File: src/rtl/numled_io_regs_pkg.sv
// Shared constants for the NUMLED register front end: bus widths, register
// offsets and CTRL bit positions.
package numled_io_regs_pkg;

    localparam int IO_BUS_WIDTH_DATA    = 32;
    localparam int DEVICE_NUM_NUMLED_EN = 1;

    localparam logic [1:0] NUMLED_ADDR_DATA   = 2'd0;
    localparam logic [1:0] NUMLED_ADDR_CTRL   = 2'd1;
    localparam logic [1:0] NUMLED_ADDR_STATUS = 2'd2;

    localparam int NUMLED_CTRL_EN    = 0;
    localparam int NUMLED_CTRL_BLINK = 1;

endpackage

File: src/rtl/numled_clkdiv.sv
// Toggle divider: clk_out flips every DIV clk cycles; rise flags the cycle
// on which clk_out is about to go 0->1.
module numled_clkdiv #(
    parameter int DIV = 2
) (
    input  logic clk,
    input  logic rst,
    output logic clk_out,
    output logic rise
);

    localparam int CW = (DIV > 1) ? $clog2(DIV) : 1;
    localparam logic [CW-1:0] TERM = CW'(DIV - 1);

    logic [CW-1:0] cnt_r;
    logic          clk_r;
    logic          term_s;

    assign term_s  = (cnt_r == TERM);
    assign clk_out = clk_r;
    assign rise    = term_s & ~clk_r;

    // Divider counter and output toggle.
    always_ff @(posedge clk) begin
        if (rst) begin
            cnt_r <= {CW{1'b0}};
            clk_r <= 1'b0;
        end else if (term_s) begin
            cnt_r <= {CW{1'b0}};
            clk_r <= ~clk_r;
        end else begin
            cnt_r <= cnt_r + CW'(1);
        end
    end

endmodule

File: src/rtl/numled_io_regs.sv
// CPU-visible register front end for the 8-digit seven-segment display.
// Hardware blinking is built only when NUMLED_BLINK_EN is defined.
module numled_io_regs
    import numled_io_regs_pkg::*;
#(
    parameter int SCAN_DIV    = 50000,
    parameter int BLINK_SCANS = 250
) (
    input  logic                         clk,
    input  logic                         rst,
    input  logic                         io_we,
    input  logic                         io_re,
    input  logic [1:0]                   io_addr,
    input  logic [3:0]                   io_be,
    input  logic [IO_BUS_WIDTH_DATA-1:0] io_wdata,
    output logic [IO_BUS_WIDTH_DATA-1:0] io_rdata,
    output logic [IO_BUS_WIDTH_DATA-1:0] num_out,
    output logic                         light,
    output logic                         scan_clk
);

    logic [IO_BUS_WIDTH_DATA-1:0] data_r;
    logic [IO_BUS_WIDTH_DATA-1:0] rdata_r;
    logic [IO_BUS_WIDTH_DATA-1:0] rd_mux_s;
    logic [IO_BUS_WIDTH_DATA-1:0] ctrl_rd_s;
    logic                         en_r;
    logic                         phase_s;
    logic                         scan_clk_s;
    logic                         scan_rise_s;
    logic                         we_data_s;
    logic                         we_ctrl_s;

    assign we_data_s = io_we & (io_addr == NUMLED_ADDR_DATA);
    assign we_ctrl_s = io_we & (io_addr == NUMLED_ADDR_CTRL) & io_be[0];

    assign num_out  = data_r;
    assign io_rdata = rdata_r;
    assign scan_clk = scan_clk_s;

    numled_clkdiv #(
        .DIV (SCAN_DIV)
    ) u_scan_div (
        .clk     (clk),
        .rst     (rst),
        .clk_out (scan_clk_s),
        .rise    (scan_rise_s)
    );

    // DATA register with per-byte write enables.
    always_ff @(posedge clk) begin
        if (rst) begin
            data_r <= {IO_BUS_WIDTH_DATA{1'b0}};
        end else if (we_data_s) begin
            for (int i = 0; i < 4; i++) begin
                if (io_be[i]) begin
                    data_r[8*i +: 8] <= io_wdata[8*i +: 8];
                end
            end
        end
    end

    // CTRL.EN bit.
    always_ff @(posedge clk) begin
        if (rst) begin
            en_r <= 1'b0;
        end else if (we_ctrl_s) begin
            en_r <= io_wdata[NUMLED_CTRL_EN];
        end
    end

`ifdef NUMLED_BLINK_EN
    localparam int BW = (BLINK_SCANS > 1) ? $clog2(BLINK_SCANS) : 1;
    localparam logic [BW-1:0] BLINK_TERM = BW'(BLINK_SCANS - 1);

    logic          blink_r;
    logic          phase_r;
    logic [BW-1:0] blink_cnt_r;
    logic          restart_s;

    // Any write that leaves BLINK off, or turns it on, restarts in the lit phase.
    assign restart_s = we_ctrl_s & (~io_wdata[NUMLED_CTRL_BLINK] | ~blink_r);

    // CTRL.BLINK, blink counter and phase.
    always_ff @(posedge clk) begin
        if (rst) begin
            blink_r     <= 1'b0;
            blink_cnt_r <= {BW{1'b0}};
            phase_r     <= 1'b1;
        end else begin
            if (we_ctrl_s) begin
                blink_r <= io_wdata[NUMLED_CTRL_BLINK];
            end
            if (restart_s) begin
                blink_cnt_r <= {BW{1'b0}};
                phase_r     <= 1'b1;
            end else if (blink_r & scan_rise_s) begin
                if (blink_cnt_r == BLINK_TERM) begin
                    blink_cnt_r <= {BW{1'b0}};
                    phase_r     <= ~phase_r;
                end else begin
                    blink_cnt_r <= blink_cnt_r + BW'(1);
                end
            end
        end
    end

    assign phase_s   = phase_r;
    assign light     = en_r & (~blink_r | phase_r);
    assign ctrl_rd_s = {{(IO_BUS_WIDTH_DATA-2){1'b0}}, blink_r, en_r};
`else
    logic unused_scan_rise_s;

    assign unused_scan_rise_s = scan_rise_s;
    assign phase_s   = 1'b1;
    assign light     = en_r;
    assign ctrl_rd_s = {{(IO_BUS_WIDTH_DATA-1){1'b0}}, en_r};
`endif

    // Read-data select from pre-write register values.
    always_comb begin
        rd_mux_s = {IO_BUS_WIDTH_DATA{1'b0}};
        case (io_addr)
            NUMLED_ADDR_DATA:   rd_mux_s = data_r;
            NUMLED_ADDR_CTRL:   rd_mux_s = ctrl_rd_s;
            NUMLED_ADDR_STATUS: rd_mux_s = {{(IO_BUS_WIDTH_DATA-2){1'b0}}, scan_clk_s, phase_s};
            default:            rd_mux_s = {IO_BUS_WIDTH_DATA{1'b0}};
        endcase
    end

    // Read data register; holds until the next read strobe.
    always_ff @(posedge clk) begin
        if (rst) begin
            rdata_r <= {IO_BUS_WIDTH_DATA{1'b0}};
        end else if (io_re) begin
            rdata_r <= rd_mux_s;
        end
    end

endmodule

File: config.mk
export PLATFORM = sky130hd
export DESIGN_NAME = numled_io_regs
export DESIGN_NICKNAME = d
export VERILOG_FILES = /design/src/rtl/numled_io_regs_pkg.sv /design/src/rtl/numled_clkdiv.sv /design/src/rtl/numled_io_regs.sv
export SDC_FILE = /design/constraint.sdc
export NUM_CORES = 1
export LEC_CHECK = 0
export BUFFER_PORTS_ARGS = -buffer_cell sky130_fd_sc_hd__clkbuf_2
export CAP_MARGIN = 10
export CORE_MARGIN = 1.5
export CORE_UTILIZATION = 40
export DETAILED_ROUTE_END_ITERATION = 12
export GPL_TIMING_DRIVEN = 1
export PLACE_DENSITY = 0.65
export SYNTH_ARGS = -nofsm -noshare
export SYNTH_HDL_FRONTEND = slang
export SYNTH_SLANG_ARGS = --single-unit
File: constraint.sdc
create_clock -name clk -period 4.75 [get_ports clk]
set_clock_uncertainty 0.2 [all_clocks]
set_input_delay 1.1875 -clock clk [delete_from_list [all_inputs] [get_ports clk]]
set_output_delay 1.1875 -clock clk [all_outputs]
set_load 0.05 [all_outputs]
==> metrics.md, run 1 <==
| Metric | Value |
|---|---|
| Critical path data arrival time | 2850 ps |
| CP Capture Type | register |
| Setup Buffers After CTS | 0 |
| Critical Path, Cell by Cell | clkbuf_2, buf_4, and2_1, a21oi_1, nor2_1 |
| Synthesized area | 3164 µm² |
| Clock Sinks | 82 |
| Tmin final | 2777 ps |
| Cell family with most CP delay | simple AND/OR/NAND/NOR gates |
| Total CTS buffers | 9 |
| Final instance area | 3978 µm² |
| Vias | 2631 |
| Tcrit/Tclk final | 58.46% |
| Sw Pwr | 310.6 µW |
| Ports | 108 |
| Mapped Avg Cell Area | 9.279 µm² |
| Hold Path Depth | 2 |
| Hold_sp | io_rdata[0]$_SDFFE_PP0P_ |
| EDFF count, synth | 0 |
| Standard-cell rows | 32 |
| Grt total ovfl | 0 |
| WP buf/inv | 2 |
| Yosys reg bits | 82 |
| Slowest CP cell | and2_1 |
| Final ANT Viol Nets | 0 |
| RSZ-0062 raised after global routing | false |
| Wire per inst | 13.19 µm |
| Flop pwr share | 52.3% |
| Combinational group share of total power | 7.0% |
| FF-to-FF Start | u_scan_div.cnt_r[0]$_SDFF_PP0_ |
| Worst skew pair latency | 340 ps |
| Antenna cells | 0 |
| CTS hold repair buffers | 0 |
| Worst slew pin tran | 1105 ps |
| First-pass GRT wire length | 11740 µm |
| Crit-path max cell delay | 930 ps |
| Switching Fraction | 23.07% |
| Vias in the first global route | 2411 |
| CTS root buffer | clkbuf_8 |
| IO buf count | 107 |
| Ys async rst share | 0% |
| Worst Hold End | io_rdata[0]$_SDFFE_PP0P_ |
| Clk pwr share | 40.6% |
| Synth-to-Final Area Change | 25.70% |
| Int Pwr | 1.036 mW |
| Seq/Total Area, Yosys | 51.88% |
| Routability cong. | 0.8516 |
| Final hold viol count | 0 |
| R2r worst-path depth | 5 |
| Critical Path Fanout Max | 34 |
| Core ar. | 7687 µm² |
| Clock Tree Buf Depth | 2 |
| H-tree depth | 3 |
| Starting density of the core | 41.16% |
| Leakage power | 1.672 nW |
| Dpl hpwl | 5063 µm |
| Die area | 8453 µm² |
| Pin count of the biggest net entering global routing | 69 |
| Fmax | 360.1 MHz |
| Initial antenna violation count | 0 |
| Status | complete, no violations |
| Worst VDD drop | 163.0 µV |
| First-iteration detailed-routing DRC count | 82 |
| Setup violators final | 0 |
| Clk pin slew, worst setup/hold paths | 80 ps |
| Final Util | 51.74% |
| Max_slew headroom | 26.36% |
| Final net count | 486 |
| Die Wd | 91.94 µm |
| Synth warn | 0 |
| Hold crit path type | reg -> reg |
| TritonCTS clock tree | yes |
| Post-Synthesis Cells | 341 |
| TNS Setup | 0 ps |
| DR pass1 iterations | 4 |
| CP Launch Type | input pin |
| Maxcap violations | 0 |
| Post-Route WL | 7254 µm |
| Post_cts resized | 0 |
| Pwr Density | 338.5 nW/µm² |
| Filler cell count | 769 |
| DRC Markers | 0 |
| Placed inst area | 3759 µm² |
| CP Class | in -> reg |
| Yosys cell types | 31 |
| Net Count, Synth | 384 |
| R2R Path End | u_scan_div.cnt_r[3]$_SDFF_PP0_ |
| Layout cell share with drive strength beyond 1 | 30.58% |
| Total Routing Usage GR | 17.55% |
| CP required | 4820 ps |
| Reg-to-reg slack, setup | 2630 ps |
| Die height | 91.94 µm |
| Vias per inst | 4.784 |
| Slew Limit Fails | 0 |
| Synth Flop Type | dfxtp_1 |
==> placed cells by master (no fill, tap or decap) <==
| master | instances |
|---|---|
| a21oi_1 | 34 |
| a31o_2 | 1 |
| and2_1 | 1 |
| and3_1 | 4 |
| and4_1 | 1 |
| and4b_1 | 1 |
| buf_4 | 2 |
| bufinv_16 | 2 |
| clkbuf_1 | 1 |
| clkbuf_2 | 107 |
| clkbuf_8 | 10 |
| clkinv_2 | 2 |
| clkinvlp_4 | 1 |
| dfxtp_1 | 82 |
| ha_1 | 1 |
| inv_1 | 6 |
| mux2i_1 | 34 |
| nand2_1 | 4 |
| nand2b_1 | 1 |
| nand2b_4 | 1 |
| nand3_1 | 4 |
| nand4_1 | 4 |
| nand4b_1 | 1 |
| nand4bb_1 | 1 |
| nor2_1 | 75 |
| nor2_2 | 10 |
| nor2b_1 | 30 |
| nor3_1 | 4 |
| nor4_1 | 3 |
| o21ai_0 | 2 |
| o311ai_0 | 1 |
| or3_1 | 2 |
| or4_1 | 1 |
| or4_4 | 1 |
| xnor2_1 | 9 |
| xor2_1 | 4 |
==> flip-flops by register name, summed over array words and instances (netlist names) <==
name / cells
light: 1
u_scan_div.clk_out: 1
num_out: 32
io_rdata: 32
u_scan_div.cnt_r: 16
==> how the worst max path moves through the flow <==
stage / slack, ps / cells after the start / to / startpoint
after floorplan: 2280 / 5 / num_out[10]$_SDFFE_PP0P_ / io_addr[0]
after global placement: 1660 / 5 / io_rdata[5]$_SDFFE_PP0P_ / io_re
after detailed placement: 1570 / 5 / io_rdata[5]$_SDFFE_PP0P_ / io_re
after CTS: 1940 / 5 / io_rdata[5]$_SDFFE_PP0P_ / io_re
after global routing: 1810 / 5 / io_rdata[21]$_SDFFE_PP0P_ / io_re
final: 1970 / 5 / io_rdata[5]$_SDFFE_PP0P_ / io_re
==> final cells by class <==
cell class,count,area (µm²),share of cell area (%)
Clock buffer,11,141.4,3.555
Inverter,6,22.52,0.5662
Timing Repair Buffer,109,550.5,13.84
Tap cell,102,127.6,3.209
Sequential cell,82,1642,41.27
Clock inverter,5,77.57,1.950
Multi-Input combinational cell,235,1416,35.61
==> layer usage <==
layer	global-route usage (%)	vias to the layer above	wire length [µm]
li1	-	1335	-
met1	24.04	1186	3486
met2	25.93	93	3136
met3	4.395	17	463
met4	7.949	0	167
met5	0	-	0
==> power by group through the flow <==
stage          Sequential (mW)  Combinational, mW  Clock (mW)
6_report                 0.704             0.0948       0.547
5_1_grt                  0.706              0.104       0.602
4_1_cts                  0.704             0.0960       0.564
3_5_place_dp             0.721             0.0957           0
3_3_place_gp             0.720             0.0949           0
2_1_floorplan            0.744             0.0383           0
==> kinds of logic after synthesis <==
logic type	share of synthesized area, %
compound gates	6.248
xor+xnor	3.598
fa+ha+maj	0.3954
buf+inv	3.361
flops	51.88
mux	10.76
simple gates	23.76
==> worst reg2reg max path, stage by stage (launching register included) <==
cell      delay (ps)
dfxtp_1          410
ha_1             210
nand3_1          270
or4_4            600
nand2b_4         230
nor2_1            80
==> cell usage after synthesis (2+ instances only) <==
cell / number / area, µm²
and3_1: 4 / 25.02
or3_1: 2 / 12.51
dfxtp_1: 82 / 1642
inv_1: 6 / 22.52
o21ai_0: 2 / 10.01
nor2_2: 10 / 62.56
nor3_1: 4 / 20.02
mux2i_1: 34 / 340.3
nor2_1: 75 / 281.5
nor4_1: 3 / 18.77
xnor2_1: 9 / 78.83
a21oi_1: 34 / 170.2
nand2_1: 4 / 15.01
nand3_1: 4 / 20.02
nand4_1: 4 / 25.02
clkbuf_1: 17 / 63.81
nor2b_1: 30 / 187.7
xor2_1: 4 / 35.03
==> metrics by stage <==
step	instances	power (mW)	hold slack (ps)	worst slack, ps
2_1_floorplan	341	0.7822	246.4	2285
3_5_place_dp	534	0.8162	271.3	1570
6_report	550	1.346	286.5	1973
3_3_place_gp	534	0.8150	263.6	1660
4_1_cts	550	1.364	284.6	1939
5_1_grt	550	1.412	318.5	1806
Power figures use the tool's default switching activity.
==> run 2, diff against run 1 <==
Settings changed: ABC_AREA set to 1.
Clock period 4.75 ns to 2.7 ns, I/O delays scaled along.
==> run 2 against run 1 <==
Compared with the run above: final area grew 0.57%; die area rose by 1.6%; core utilization shrank 0.24 points; clock-buffer cell count unchanged; worst hold slack got worse by 24 ps; critical path depth is 4 lower; sequential share of layout area down 0.23 points; setup slack worse by 1200 ps; first-iteration DRC count rose by 48%.
==> metrics.md, run 2 <==
| Metric | Value |
|---|---|
| Worst VDD drop | 239.6 µV (+47%) |
| Final ANT Viol Nets | 0 (unchanged) |
| Post-Place Worst Slack | 629.7 ps (-940.5 ps) |
| Slew Limit Fails | 0 (unchanged) |
| Slowest CP cell | dfxtp_1 |
| CTS hold repair buffers | 0 (unchanged) |
| Synthesized area | 3217 µm² (+1.7%) |
| CTS root buffer | clkbuf_8 |
| Synth-to-Final Area Change | 24.35% |
| Crit-path max cell delay | 400 ps (-530 ps) |
| Die area | 8589 µm² (+1.6%) |
| CP Class | reg -> out |
| Clk pin slew, worst setup/hold paths | 80 ps (about the same) |
| Leading cell type in the layout, fill and taps excluded | clkbuf_2 |
| Status | complete, no violations |
| Net Count, Synth | 463 (+21%) |
| Total Routing Usage GR | 19.36% (+1.8 points) |
| Placed inst area | 3806 µm² (+1.3%) |
| Yosys cell types | 24 (-23%) |
| Yosys reg bits | 82 (unchanged) |
| R2R Path End | u_scan_div.cnt_r[7]$_SDFF_PP0_ |
| Post-Route WL | 8079 µm (+11%) |
| Maxcap violations | 0 (unchanged) |
| Worst skew pair latency | 350 ps (about the same) |
| CP Launch Type | register |
| CP Capture Type | output port |
| R2r worst-path depth | 6 (+1) |
| Pin count of the biggest net entering global routing | 37 (-46%) |
| First-iteration detailed-routing DRC count | 121 (+48%) |
| Core ar. | 7767 µm² (+1.0%) |
| Grt total ovfl | 0 (unchanged) |
| H-tree depth | 3 (unchanged) |
| Critical Path Fanout Max | 3 (-91%) |
| WP buf/inv | 1 (-1) |
| Seq/Total Area, Yosys | 51.03% (-0.85 points) |
| Cell family with most CP delay | flip-flops |
| Most frequent cells after synthesis | nand2_1, dfxtp_1, a21oi_1 |
| Synth warn | 0 (unchanged) |
| Vias | 3104 (+18%) |
| Vias in the first global route | 2801 (+16%) |
| Synth top area share | 51.03% (-0.85 points) |
| Dpl hpwl | 5807 µm (+15%) |
| Ports | 108 (unchanged) |
| Reg-to-reg slack, setup | 1040 ps (-1590 ps) |
| Clock Sinks | 82 (unchanged) |
| Tmin final | 1945 ps |
| CP required | 1820 ps (-3000 ps) |
| TritonCTS clock tree | yes |
| Hold crit path type | reg -> reg |
| Standard-cell rows | 32 (unchanged) |
| DRC Markers | 0 (unchanged) |
| Critical path depth | 1 (-4) |
| Clock Tree Buf Depth | 2 (unchanged) |
| Critical path data arrival time | 1070 ps (-1780 ps) |
| Tcrit/Tclk final | 72.03% |
| Starting density of the core | 41.41% (+0.25 points) |
| Die height | 92.68 µm (+0.80%) |
| IO buf count | 107 (unchanged) |
| Max_slew headroom | 74.56% (+48 points) |
| WHS | 262.5 ps (-24.04 ps) |
| Most common cell in the netlist | nand2_1 |
| Layout cell share with drive strength beyond 1 | 25.52% (-5.1 points) |
| Total CTS buffers | 9 (unchanged) |
| Setup violators final | 0 (unchanged) |
| TNS Setup | 0 ps (unchanged) |
| Synth area leaders | dfxtp_1, nand2_1, a21oi_1, nand3_1, nor2_1 |
| Final hold viol count | 0 (unchanged) |
| Post-Synthesis Cells | 420 (+23%) |
| Synth Flop Type | dfxtp_1 |
| Setup Buffers After CTS | 0 (unchanged) |
| CP startpoint | num_out[8]$_SDFFE_PP0P_ |
| Die Wd | 92.68 µm (+0.80%) |
| Leakage power | 1.628 nW (-2.7%) |
| Ys async rst share | 0% (unchanged) |
| Antenna cells | 0 (unchanged) |
| Pwr Density | 579.6 nW/µm² (+71%) |
| Fmax | 514.2 MHz |
| DR pass1 iterations | 4 (unchanged) |
| Wire per inst | 12.89 µm (-2.3%) |
| RSZ-0062 raised after global routing | false |
| Setup ws final | 755.2 ps (-1218 ps) |
| Critical Path, Cell by Cell | clkbuf_2 |
| Synth area leader | dfxtp_1 |
| Post_cts resized | 0 (unchanged) |
| Commonest cells after routing, fill and taps aside | clkbuf_2, nand2_1, dfxtp_1, a21oi_1, nand3_1 |
| FF-to-FF Start | u_scan_div.cnt_r[0]$_SDFF_PP0_ |
| Final net count | 564 (+16%) |
| First-pass GRT wire length | 13140 µm (+12%) |
| Final instance area | 4000 µm² (+0.57%) |
| Crit path capture | num_out[8] |
| Vias per inst | 4.951 (+3.5%) |
| Worst slew pin tran | 381.6 ps (-722.9 ps) |
| Mapped Avg Cell Area | 7.659 µm² (-17%) |
| Routability cong. | 0.8170 (-4.1%) |
| Initial antenna violation count | 0 (unchanged) |
| EDFF count, synth | 0 (unchanged) |
[run 2: cell count changes in the layout (fill, tap and decap cells not counted), moves of 14 or more]
cell     change
nor2b_1     -30
nand2_1     +87
inv_1       +14
mux2i_1     -34
nor2_1      -30
a21oi_1     +30
nand3_1     +58
[run 2: cells by family after synthesis]
| logic type | share of synthesized area [%] |
|---|---|
| AOI/OAI and AO/OA | 12.02 |
| DFF | 51.03 |
| adders and majority gates | 0.3889 |
| buffers and inverters | 5.912 |
| and+or+nand+nor | 29.02 |
| xor gates and xnor gates | 1.634 |
[run 2: metal layers]
layer  track usage (%)  wire length (µm)  up-vias
li1                  -                 -     1594
met1             25.51              3871     1414
met2             29.78              3611       81
met3             5.583               452       15
met4             7.702               143        0
met5                 0                 0        -
[run 2: worst reg2reg max path: stages (launching register included)]
cell and delay (ps):
dfxtp_1 370, ha_1 220, nand3_2 140, nor2_1 180
nand2_1 100, nand2_2 250, nor2_1 90
[run 2: area by class of cell]
class | count | area, µm²
Clock buffer | 11 | 141.4
Sequential cell | 82 | 1642
Tap cell | 102 | 127.6
Fill cell | 784 | 3767
Timing Repair Buffer | 112 | 573.1
Inverter | 21 | 78.83
Multi-Input combinational cell | 295 | 1385
Clock inverter | 4 | 52.55
[run 2: how the worst min path moves through the flow]
stage / start / to / slack [ps] / cells after the start
2_1_floorplan: u_scan_div.cnt_r[0]$_SDFF_PP0_ / u_scan_div.cnt_r[0]$_SDFF_PP0_ / 230 / 1
3_3_place_gp: u_scan_div.cnt_r[0]$_SDFF_PP0_ / u_scan_div.cnt_r[0]$_SDFF_PP0_ / 240 / 1
3_5_place_dp: u_scan_div.cnt_r[0]$_SDFF_PP0_ / u_scan_div.cnt_r[0]$_SDFF_PP0_ / 250 / 1
4_1_cts: io_rdata[9]$_SDFFE_PP0P_ / io_rdata[9]$_SDFFE_PP0P_ / 270 / 2
5_1_grt: io_rdata[3]$_SDFFE_PP0P_ / io_rdata[3]$_SDFFE_PP0P_ / 280 / 2
6_report: u_scan_div.cnt_r[0]$_SDFF_PP0_ / u_scan_div.cnt_r[0]$_SDFF_PP0_ / 260 / 1
[run 2: per-stage QoR]
stage | total power, mW | util [%] | instances
2_1_floorplan | 1.401 | - | 420
3_3_place_gp | 1.467 | 49.00 | 612
3_5_place_dp | 1.469 | 49.00 | 612
4_1_cts | 2.335 | 51.50 | 627
5_1_grt | 2.411 | 51.50 | 627
6_report | 2.319 | 51.50 | 627
[run 2: power by group]
| group | internal [mW] | switching [mW] | leakage (nW) |
|---|---|---|---|
| Sequential | 1.23 | 0.0154 | 0.663 |
| Combinational | 0.0540 | 0.144 | 0.865 |
| Clock | 0.450 | 0.428 | 0.0994 |
